--- src/rtl/pipelined_adder_pkg.sv ---
// pipelined_adder_pkg: shared defaults, stage derivation and opcodes for the pipelined adder
package pipelined_adder_pkg;
  localparam int WIDTH_DEF = 64;
  localparam int CHUNK_DEF = 16;
  localparam logic ADD = 1'b0;
  localparam logic SUB = 1'b1;
  function automatic int stages(input int width, input int chunk);
    return width / chunk;
  endfunction
endpackage

--- src/rtl/pipelined_adder_chunk.sv ---
// adder_chunk: combinational CHUNK-bit adder slice with carry in/out
module adder_chunk import pipelined_adder_pkg::*; #(
  parameter int CHUNK = CHUNK_DEF
) (
  input  logic [CHUNK-1:0] x,
  input  logic [CHUNK-1:0] y,
  input  logic             cin,
  output logic [CHUNK-1:0] s,
  output logic             cout
);
  assign {cout, s} = {1'b0, x} + {1'b0, y} + {{CHUNK{1'b0}}, cin};
endmodule

--- src/rtl/pipelined_adder.sv ---
// pipelined_adder: add/subtract resolved CHUNK bits per stage, with valid/ready flow control
module pipelined_adder import pipelined_adder_pkg::*; #(
  parameter int WIDTH = WIDTH_DEF,
  parameter int CHUNK = CHUNK_DEF
) (
  input  logic             clk,
  input  logic             rst,
  input  logic             in_valid,
  output logic             in_ready,
  input  logic [WIDTH-1:0] a,
  input  logic [WIDTH-1:0] b,
  input  logic             c_in,
  input  logic             sub,
  output logic             out_valid,
  input  logic             out_ready,
  output logic [WIDTH-1:0] sum,
  output logic             c_out,
  output logic             overflow
);
  localparam int STAGES = stages(WIDTH, CHUNK);
  logic stall;
  assign stall = out_valid && !out_ready;
  assign in_ready = !stall;
  for (genvar k = 0; k < STAGES; k++) begin : g_st
    localparam int IW = WIDTH - k * CHUNK;
    logic [IW-1:0] x_i, y_i;
    logic c_i, v_i, co;
    logic [CHUNK-1:0] cs;
    logic [(k+1)*CHUNK-1:0] s_d, s_q;
    logic c_d, c_q, v_d, v_q;
    if (k == 0) begin : g_head
      assign x_i = a;
      assign y_i = (sub == SUB) ? ~b : b;
      assign c_i = (sub == ADD) ? c_in : ~c_in;
      assign v_i = in_valid;
      always_comb s_d = cs;
    end else begin : g_link
      assign x_i = g_st[k-1].g_skew.x_q;
      assign y_i = g_st[k-1].g_skew.y_q;
      assign c_i = g_st[k-1].c_q;
      assign v_i = g_st[k-1].v_q;
      always_comb s_d = {cs, g_st[k-1].s_q};
    end
    adder_chunk #(.CHUNK(CHUNK)) u_chunk (
      .x(x_i[CHUNK-1:0]), .y(y_i[CHUNK-1:0]), .cin(c_i), .s(cs), .cout(co)
    );
    always_comb begin
      c_d = co;
      v_d = v_i;
    end
    always_ff @(posedge clk)
      if (rst) begin
        s_q <= '0;
        c_q <= 1'b0;
        v_q <= 1'b0;
      end else if (!stall) begin
        s_q <= s_d;
        c_q <= c_d;
        v_q <= v_d;
      end
    if (k < STAGES - 1) begin : g_skew
      logic [IW-CHUNK-1:0] x_d, x_q, y_d, y_q;
      always_comb begin
        x_d = x_i[IW-1:CHUNK];
        y_d = y_i[IW-1:CHUNK];
      end
      always_ff @(posedge clk)
        if (rst) begin
          x_q <= '0;
          y_q <= '0;
        end else if (!stall) begin
          x_q <= x_d;
          y_q <= y_d;
        end
    end else begin : g_tail
      // top chunk carries both operand MSBs, so signed overflow is resolved here
      logic ov_d, ov_q;
      always_comb ov_d = (x_i[CHUNK-1] == y_i[CHUNK-1]) && (cs[CHUNK-1] != x_i[CHUNK-1]);
      always_ff @(posedge clk)
        if (rst) ov_q <= 1'b0;
        else if (!stall) ov_q <= ov_d;
      assign out_valid = v_q && !rst;
      assign sum = rst ? '0 : s_q;
      assign c_out = rst ? 1'b0 : c_q;
      assign overflow = rst ? 1'b0 : ov_q;
    end
  end
endmodule

--- config.mk ---
export PLATFORM = sky130hd
export DESIGN_NAME = pipelined_adder
export DESIGN_NICKNAME = d
export VERILOG_FILES = /design/src/rtl/pipelined_adder_pkg.sv /design/src/rtl/pipelined_adder_chunk.sv /design/src/rtl/pipelined_adder.sv
export SDC_FILE = /design/constraint.sdc
export NUM_CORES = 1
export LEC_CHECK = 0
export CORE_MARGIN = 2
export CORE_UTILIZATION = 51
export CTS_BUF_LIST = sky130_fd_sc_hd__clkbuf_16
export DETAILED_ROUTE_END_ITERATION = 8
export HOLD_SLACK_MARGIN = 0.15
export PLACE_DENSITY = 0.77
export REMOVE_ABC_BUFFERS = 1
export SETUP_SLACK_MARGIN = 0.4
export SLEW_MARGIN = 30
export SYNTH_ARGS = -nofsm -noshare
export SYNTH_HDL_FRONTEND = slang
export SYNTH_SLANG_ARGS = --single-unit
export TNS_END_PERCENT = 5
--- constraint.sdc ---
create_clock -name clk -period 2.75 [get_ports clk]
set_input_delay 0.275 -clock clk [delete_from_list [all_inputs] [get_ports clk]]
set_output_delay 0.275 -clock clk [all_outputs]
set_load 0.05 [all_outputs]
==> impl_metrics.env, run 1 <==
export IMPL_syn_avg_cell_area_sq_um=8.41
export IMPL_yosysSeqAreaShare=0.438
export IMPL_drt_pass1_iter_count=7
export IMPL_fmax_mhz=382
export IMPL_setup_viol=0
export IMPL_cts_sinks=361
export IMPL_grt_use_total=0.204
export IMPL_slew_violations=0
export IMPL_synth_top_area_frac=0.438
export IMPL_globalRouteOverflowTotal=0
export IMPL_worstReg2RegStart="g_st[1].g_skew.y_q[0]"
export IMPL_stdcell_area_sq_mm=0.0202
export IMPL_synth_edff_count=0
export IMPL_hold_viol_final=0
export IMPL_irDropWorstVdd_mv=0.430
export IMPL_yosysWarnings=0
export IMPL_worstHoldPathType="in2reg"
export IMPL_fp_dieH_um=184
export IMPL_grt_max_degree=150
export IMPL_place_area_sq_mm=0.0188
export IMPL_antenna_left=0
export IMPL_synth_top_area_cell="dfxtp_1"
export IMPL_p_per_area_mw_per_mm2=600
export IMPL_cap_violations=0
export IMPL_p_comb_frac=0.128
export IMPL_grt_pass1_vias=12485
export IMPL_status="finished clean"
export IMPL_cp_start_kind="flip-flop"
export IMPL_wire_per_inst_um=13.6
export IMPL_root_buffer="clkbuf_16"
export IMPL_path_clk_slew_ns=0.06
export IMPL_switching_share=0.243
export IMPL_slew_headroom=0.501
export IMPL_synth_most_common_cell="nand2_1"
export IMPL_cts_tree="yes"
export IMPL_dpl_hpwl_mm=23.4
export IMPL_rsz0062_at_grt="yes"
export IMPL_die_area_sq_mm=0.0338
export IMPL_p_clk_frac=0.396
export IMPL_switchingPower_mw=2.95
export IMPL_power_mw=12.1
export IMPL_crit_start="g_st[1].g_skew.y_q[0]"
export IMPL_dr_total_vias=13356
export IMPL_port_buffers=201
export IMPL_arrival_ns=3.04
export IMPL_worstMarginPinSlew_ns=0.748
export IMPL_clock_path_buffers=3
export IMPL_clock_latency_ns=0.52
export IMPL_cell_internal_pwr_mw=9.17
export IMPL_row_count=65
export IMPL_synth_area_top_cells="dfxtp_1, nand2_1, nand3b_1"
export IMPL_initial_core_util=0.520
export IMPL_synth_cells=1961
export IMPL_fin_worst_skew_ns=0.0205
export IMPL_core_sq_mm=0.0317
export IMPL_syn2layout_area_growth_pct=22.5
export IMPL_synth_common_cells="nand2_1, dfxtp_1, nand3b_1"
export IMPL_path_class="reg2reg"
export IMPL_drc=0
export IMPL_antenna_found_initial=3
export IMPL_p_leak_nw=8.86
export IMPL_num_io_pins=202
export IMPL_period_minus_slack_ns=2.62
export IMPL_period_share=0.953
export IMPL_h_tree_depth=2
export IMPL_drive_above_1_share=0.0735
export IMPL_cp_end_kind="flip-flop"
export IMPL_drt_first_iter_violations=863
export IMPL_path_max_fanout=3
export IMPL_ys_ff_latch=361
export IMPL_nets=2323
export IMPL_async_flop_share=0
export IMPL_vias_per_cell=5.23
export IMPL_cts_buffers=40
export IMPL_grt_pass1_wl_mm=58.2
export IMPL_drt_total_wl_mm=34.8
export IMPL_synthesis_area_sq_mm=0.0165
export IMPL_hp_start="rst"
export IMPL_critical_path_required_ns=3.17
export IMPL_fp_dieW_um=184
export IMPL_synth_ff_type="dfxtp_1"
export IMPL_gp_congestion=0.870
export IMPL_ys_types=68
export IMPL_seqPwrFrac=0.476
placed cells by master (no fill, tap or decap), drive strengths merged, types with 16 or more instances in the layout:
cell	Yosys	layout
nand2	548	548
clkinv	1	18
o21ai	50	50
clkbuf	113	41
nand3b	238	238
xnor2	72	72
buf	18	65
ha	60	60
clkdlybuf4s50	0	183
nor2	87	87
a211oi	68	68
nor2b	75	75
xor2	38	38
a21o	16	16
a21oi	60	60
dfxtp	361	361
inv	16	27
metal layers:
layer,up-vias,wire length (um),GRT usage
met5,-,0,0
met4,0,913,0.0720
met3,56,1290,0.0277
met2,241,16200,0.336
met1,6162,16400,0.273
li1,6897,-,-
timing repair:
item	4_1_cts	5_1_grt
resized for setup	14	13
hold buffers	0	0
setup buffers	4	6
endpoints found under the setup margin	31	40
pin swaps	15	10
power groups by stage:
stage | registers, mW | logic (mW) | clock network (mW)
2_1_floorplan | 5.83 | 0.955 | 0
3_3_place_gp | 5.86 | 1.47 | 0
3_5_place_dp | 5.88 | 1.51 | 0
4_1_cts | 5.77 | 1.53 | 4.93
5_1_grt | 5.81 | 1.72 | 5.16
6_report | 5.77 | 1.55 | 4.80
state kept, by name, summed over array words and instances (netlist names):
register	count
g_st.c_q	4
g_st.g_skew.x_q	96
g_st.g_skew.y_q	96
g_st.g_tail.ov_q	1
g_st.s_q	160
g_st.v_q	4
area by class of cell:
type	count	area, sq um
flip-flops and latches	361	7230
multi-input cells	1451	8760
inverters	17	71.3
clock buffers	41	1030
diodes	3	7.51
clock inverters	30	161
fillers	2722	11500
well taps	402	503
repair buffers	250	2440
kinds of logic after synthesis:
family	share of synthesized area
compound gates	0.107
simple gates	0.304
flops	0.438
mux	0.000607
xor+xnor	0.0584
fa+ha+maj	0.0552
buf+inv	0.0364
worst paths after layout:
check,to,slack [ns],cells after the start
setup / recovery,g_st[2].s_q[46],0.13,10
hold / removal,g_st[2].s_q[36],0.19,2
setup reg to reg,g_st[2].s_q[46],0.13,10
hold reg to reg,g_st[3].s_q[28],0.43,2
worst max-delay path, cell delays in order, from the launching register on:
cell      delay [ns]
dfxtp_2         0.33
fa_2            0.41
fa_2            0.37
a21o_1          0.21
a221oi_4        0.36
a211oi_2        0.15
o22ai_2         0.17
o21ai_2         0.09
buf_4           0.14
xnor2_1         0.11
a211oi_1        0.19
metrics by stage:
stage / cells / worst slack (ns) / TNS [ns] / util / hold WS, ns
finish: 2555 / 0.129 / 0 / 0.637 / 0.191
global route: 2555 / 0.0155 / 0 / 0.637 / 0.192
detailed placement: 2471 / -0.339 / -1.54 / 0.594 / 0.421
CTS: 2546 / 0.159 / 0 / 0.634 / 0.180
global placement: 2471 / -0.249 / -0.927 / 0.594 / 0.415
floorplan: 1829 / -13.66 / -4451.74 / - / 0.344
No activity file was read; power rests on OpenSTA's default activity.
==> run 2, diff against run 1 <==
Settings changed: ABC_AREA from default to 1.
==> run 2 against run 1 <==
Against the previous run:
- critical path depth unchanged
- combinational power grew 10%
- sequential share of layout area is 0.37 points higher
- register-to-register slack better by 0.43 ns
- setup slack improved by 0.43 ns
- first-iteration DRC count shrank 16%
- global-route usage rose by 2.3 points
- synthesized cell count rose by 16%
- maximum frequency is 20% higher
- clock skew is 0.0051 ns lower
==> impl_metrics.env, run 2 <==
export IMPL_fmax_mhz=457
export IMPL_cts_sinks=361
export IMPL_die_area_sq_mm=0.0339
export IMPL_grt_max_degree=116
export IMPL_largest_register="g_st.s_q"
export IMPL_synth_ff_type="dfxtp_1"
export IMPL_rsz0062_at_grt="no"
export IMPL_synthesis_area_sq_mm=0.0165
export IMPL_grt_pass1_vias=13557
export IMPL_synth_area_top_cells="dfxtp_1, nand2_1, inv_1"
export IMPL_clock_path_buffers=3
export IMPL_vias_per_cell=4.98
export IMPL_dp_cells=2784
export IMPL_drt_pass1_iter_count=6
export IMPL_row_count=65
export IMPL_fp_dieW_um=184
export IMPL_dr_total_vias=14215
export IMPL_mostFrequentLayoutCells="nand2_1, inv_1, dfxtp_1"
export IMPL_cap_violations=0
export IMPL_grt_use_total=0.226
export IMPL_async_flop_share=0
export IMPL_irDropWorstVdd_mv=0.342
export IMPL_grt_pass1_wl_mm=63.6
export IMPL_cp_start_kind="flip-flop"
export IMPL_place_area_sq_mm=0.0188
export IMPL_num_io_pins=202
export IMPL_yosysSeqAreaShare=0.437
export IMPL_arrival_ns=2.59
export IMPL_p_per_area_mw_per_mm2=611
export IMPL_period_share=0.796
export IMPL_stdcell_area_sq_mm=0.0200
export IMPL_drt_first_iter_violations=721
export IMPL_path_common_cell="nand3_1"
export IMPL_synth_edff_count=0
export IMPL_dp_slack_ns=0.248
export IMPL_crit_chain="fa_1 > fa_1 > nand3_1 > nand3_1 > nand3_1 > nand3_1 > nand2_1 > nand3_1 > nand2_1 > inv_1"
export IMPL_finalWorstSetupSlack_ns=0.562
export IMPL_antenna_left=0
export IMPL_syn2layout_area_growth_pct=21.0
export IMPL_h_tree_depth=2
export IMPL_port_buffers=201
export IMPL_hold_viol_final=0
export IMPL_slew_violations=0
export IMPL_cts_tree="yes"
export IMPL_synth_common_cells="nand2_1, inv_1, dfxtp_1"
export IMPL_synth_cells=2266
export IMPL_drive_above_1_share=0.0306
export IMPL_drt_total_wl_mm=38.1
export IMPL_wire_per_inst_um=13.3
export IMPL_worstHoldPathType="in2reg"
export IMPL_path_class="reg2reg"
export IMPL_nets=2624
export IMPL_cts_buffers=38
export IMPL_reg_top3="g_st.s_q: 160 flops, g_st.g_skew.x_q: 96 flops, g_st.g_skew.y_q: 96 flops"
export IMPL_final_common_cell="nand2_1"
export IMPL_path_max_fanout=4
export IMPL_synth_most_common_cell="nand2_1"
export IMPL_core_sq_mm=0.0317
export IMPL_period_minus_slack_ns=2.19
export IMPL_critPathTopFamily="adder cells"
export IMPL_synth_top_area_frac=0.437
export IMPL_power_mw=12.2
export IMPL_root_buffer="clkbuf_16"
export IMPL_post_route_util=0.630
export IMPL_status="finished clean"
export IMPL_drc=0
export IMPL_yosysWarnings=0
export IMPL_ys_types=26
export IMPL_setup_viol=0
export IMPL_final_cells=2852
export IMPL_globalRouteOverflowTotal=0
export IMPL_critical_path_required_ns=3.15
export IMPL_max_stage_delay_ns=0.50
export IMPL_crit_buf_inv=1
export IMPL_p_leak_nw=9.34
export IMPL_path_clk_slew_ns=0.06
export IMPL_fin_worst_skew_ns=0.0153
export IMPL_worstMarginPinSlew_ns=0.723
export IMPL_antenna_found_initial=1
export IMPL_largest_reg_flops=160
export IMPL_syn_avg_cell_area_sq_um=7.29
export IMPL_postCtsHoldBufs=0
export IMPL_worst_path_max_delay_cell="fa_1"
export IMPL_gp_congestion=0.899
export IMPL_clock_latency_ns=0.51
export IMPL_slew_headroom=0.518
export IMPL_fp_dieH_um=184
export IMPL_dpl_hpwl_mm=26.1
export IMPL_synth_top_area_cell="dfxtp_1"
export IMPL_initial_core_util=0.521
export IMPL_cp_end_kind="flip-flop"
export IMPL_ys_ff_latch=361
[run 2: cell types whose count changed in the layout (fill, tap and decap cells not counted), moves of 21 or more]
cell,before,now
a211oi_1,63,0
a22o_1,0,31
buf_4,57,11
inv_1,23,412
nand2_1,548,577
nand3_1,12,98
nand3b_1,238,0
nor2_1,86,129
nor2b_1,74,0
o21ai_0,44,189
o22ai_1,13,104
xnor2_1,72,51
[run 2: area by class of cell]
| type | instances | area (sq um) |
|---|---|---|
| repair buffers | 220 | 2280 |
| fillers | 2840 | 11700 |
| clock inverters | 28 | 178 |
| multi-input cells | 1397 | 7290 |
| well taps | 402 | 503 |
| clock buffers | 39 | 976 |
| inverters | 404 | 1540 |
| flip-flops and latches | 361 | 7230 |
| diodes | 1 | 2.50 |
[run 2: final timing paths]
path                     startpoint                      to  slack, ns  cells after the start
max                     g_st[0].c_q         g_st[1].s_q[28]       0.56                     10
min                             rst             g_st[3].v_q       0.22                      2
max reg2reg             g_st[0].c_q         g_st[1].s_q[28]       0.56                     10
min reg2reg  g_st[1].g_skew.y_q[16]  g_st[1].g_skew.y_q[16]       0.45                      2
[run 2: per-stage QoR]
stage | hold slack (ns) | setup TNS (ns)
after floorplan | 0.375 | -1477.02
after global placement | 0.439 | 0
after detailed placement | 0.445 | 0
after CTS | 0.207 | 0
after global routing | 0.217 | 0
final | 0.218 | 0
[run 2: kinds of logic (layout without fill, tap and decap cells)]
| kind of cell | after synthesis | after routing | synth area share |
|---|---|---|---|
| AND/OR/NAND/NOR | 834 | 834 | 0.201 |
| buffers and inverters | 508 | 691 | 0.122 |
| AO/OA/AOI/OAI | 409 | 409 | 0.139 |
| flip-flops | 361 | 361 | 0.437 |
| XOR/XNOR | 86 | 86 | 0.0456 |
| adder cells (fa/ha/maj) | 68 | 68 | 0.0551 |
| other | 0 | 1 | 0 |
[run 2: timing repair]
item | in CTS | in global routing
gates resized for setup | 1 | 2
endpoints found under the setup margin | 1 | 1
buffers inserted | 0 | 0
[run 2: power by group]
part | total [mW] | internal [mW] | switching, mW
sequential | 5.75 | 5.61 | 0.136
clock | 4.77 | 2.75 | 2.02
combinational | 1.71 | 0.718 | 0.988
[run 2: per-layer routing]
| metal | GRT usage | routed length (um) | vias to the layer above | part of all wire |
|---|---|---|---|---|
| li1 | - | - | 7447 | - |
| met2 | 0.390 | 17500 | 283 | 0.46 |
| met4 | 0.0598 | 808 | 0 | 0.021 |
| met5 | 0 | 0 | - | 0 |
| met1 | 0.296 | 18000 | 6425 | 0.47 |
| met3 | 0.0331 | 1690 | 60 | 0.044 |
[run 2: worst reg2reg max path, cell delays in order (launching register included)]
cell and delay [ns]:
dfxtp_1 0.34, fa_1 0.50, fa_1 0.49, nand3_1 0.14
nand3_1 0.14, nand3_1 0.13, nand3_1 0.10, nand2_1 0.07
nand3_1 0.07, nand2_1 0.07, inv_1 0.03
==> run 3, diff against run 2 <==
Settings changed: CORE_UTILIZATION 51 to 56, PLACE_DENSITY 0.77 to 0.8.
Clock period 2.75 ns to 2.2 ns, I/O delays scaled along.
==> run 3 against run 2 <==
Against the previous run:
- final cell count is 0.35% lower
- non-clock buffer count is 8 higher
- critical path depth is 7 lower
- global-route usage is 2.1 points higher
- total power is 26% higher
- clock skew is 0.0046 ns higher
- largest power group unchanged
==> impl_metrics.env, run 3 (synthesis gave the netlist of run 2 again) <==
export IMPL_status="finished clean"
export IMPL_fmax_mhz=493
export IMPL_grt_pass1_wl_mm=64.2
export IMPL_row_count=62
export IMPL_slew_headroom=0.391
export IMPL_final_cells=2842
export IMPL_stdcell_area_sq_mm=0.0200
export IMPL_h_tree_depth=2
export IMPL_grt_max_degree=106
export IMPL_path_max_fanout=2
export IMPL_p_per_area_mw_per_mm2=771
export IMPL_grt_use_total=0.248
export IMPL_worstSetupPathDepth=3
export IMPL_critical_path_required_ns=1.98
export IMPL_place_area_sq_mm=0.0188
export IMPL_worstMarginPinSlew_ns=0.914
export IMPL_num_io_pins=202
export IMPL_setup_viol=0
export IMPL_root_buffer="clkbuf_16"
export IMPL_drt_first_iter_violations=857
export IMPL_grt_pass1_vias=13736
export IMPL_reg_top3="g_st.s_q: 160 flops, g_st.g_skew.x_q: 96 flops, g_st.g_skew.y_q: 96 flops"
export IMPL_clock_latency_ns=0.52
export IMPL_mostFrequentLayoutCells="nand2_1, inv_1, dfxtp_1"
export IMPL_cts_sinks=361
export IMPL_hold_depth=4
export IMPL_worstHoldPathType="in2reg"
export IMPL_hold_slack_ns=0.240
export IMPL_port_buffers=201
export IMPL_irDropWorstVdd_mv=0.542
export IMPL_dpl_hpwl_mm=26.3
export IMPL_clock_path_buffers=3
export IMPL_period_minus_slack_ns=2.03
export IMPL_antenna_found_initial=2
export IMPL_crit_chain="inv_1 > nor2_1 > clkdlybuf4s50_1"
export IMPL_reg2reg_depth=10
export IMPL_fin_worst_skew_ns=0.0199
export IMPL_critPathTopFamily="buffers and inverters"
export IMPL_cts_buffers=38
export IMPL_arrival_ns=1.81
export IMPL_slew_violations=0
export IMPL_gp_congestion=0.888
export IMPL_drive_above_1_share=0.0598
export IMPL_post_route_util=0.693
export IMPL_globalRouteOverflowTotal=0
export IMPL_core_sq_mm=0.0289
export IMPL_drt_pass1_iter_count=5
export IMPL_fp_dieH_um=176
export IMPL_syn2layout_area_growth_pct=21.1
export IMPL_antenna_left=0
export IMPL_vias_per_cell=5.07
export IMPL_rsz0062_at_grt="yes"
export IMPL_crit_buf_inv=2
export IMPL_drc=0
export IMPL_period_share=0.923
export IMPL_dr_total_vias=14408
export IMPL_tns_ns=0
export IMPL_p_leak_nw=9.52
export IMPL_worst_path_max_delay_cell="clkdlybuf4s50_1"
export IMPL_nets=2632
export IMPL_path_class="reg2out"
export IMPL_fp_dieW_um=176
export IMPL_final_common_cell="nand2_1"
export IMPL_wire_per_inst_um=13.5
export IMPL_cp_end_kind="output port"
export IMPL_max_stage_delay_ns=0.83
export IMPL_cap_violations=0
export IMPL_die_area_sq_mm=0.0309
export IMPL_largest_register="g_st.s_q"
export IMPL_cts_tree="yes"
export IMPL_path_clk_slew_ns=0.06
export IMPL_dp_cells=2773
export IMPL_drt_total_wl_mm=38.4
export IMPL_cp_start_kind="flip-flop"
export IMPL_largest_reg_flops=160
export IMPL_hold_viol_final=0
export IMPL_initial_core_util=0.573
## run 3: worst min-delay path, cell delays in order
cell,delay [ns]
buf_4,0.23
a21oi_1,0.17
nand2_1,0.06
inv_1,0.04
## run 3: layer usage
layer | GRT usage | part of all wire
met5 | 0 | 0.00034
met4 | 0.0654 | 0.020
met3 | 0.0305 | 0.050
met2 | 0.432 | 0.47
met1 | 0.324 | 0.46
## run 3: power by group
| group | switching (mW) | total (mW) | internal, mW |
|---|---|---|---|
| clock | 2.51 | 6.09 | 3.57 |
| sequential | 0.173 | 7.19 | 7.02 |
| combinational | 1.25 | 2.15 | 0.900 |
| total | 3.93 | 15.4 | 11.5 |
## run 3: cell type report
cell class | count | area, sq um
diodes | 1 | 2.50
clock buffers | 41 | 1030
clock inverters | 26 | 166
fillers | 2485 | 8850
inverters | 404 | 1530
multi-input cells | 1397 | 7330
flip-flops and latches | 361 | 7230
well taps | 384 | 480
repair buffers | 228 | 2250
## run 3: repair_timing
item,4_1_cts,5_1_grt
hold endpoints to repair,0,0
buffers inserted,1,0
hold buffers,0,0
endpoints found under the setup margin,50,62
resized for setup,11,7
pin swaps,2,2
## run 3: final timing paths
kind                        start               to  slack (ns)
hold reg to reg   g_st[1].s_q[15]  g_st[2].s_q[15]        0.44
setup / recovery  g_st[3].s_q[54]          sum[54]        0.17
setup reg to reg      g_st[0].c_q  g_st[1].s_q[30]        0.19
hold / removal                rst  g_st[3].s_q[60]        0.24
## run 3: metrics by stage
step / setup slack [ns] / power, mW
2_1_floorplan: -5.68 / 8.67
3_3_place_gp: -0.168 / 9.39
3_5_place_dp: -0.258 / 9.46
4_1_cts: 0.142 / 15.5
5_1_grt: 0.0570 / 16.1
6_report: 0.170 / 15.4
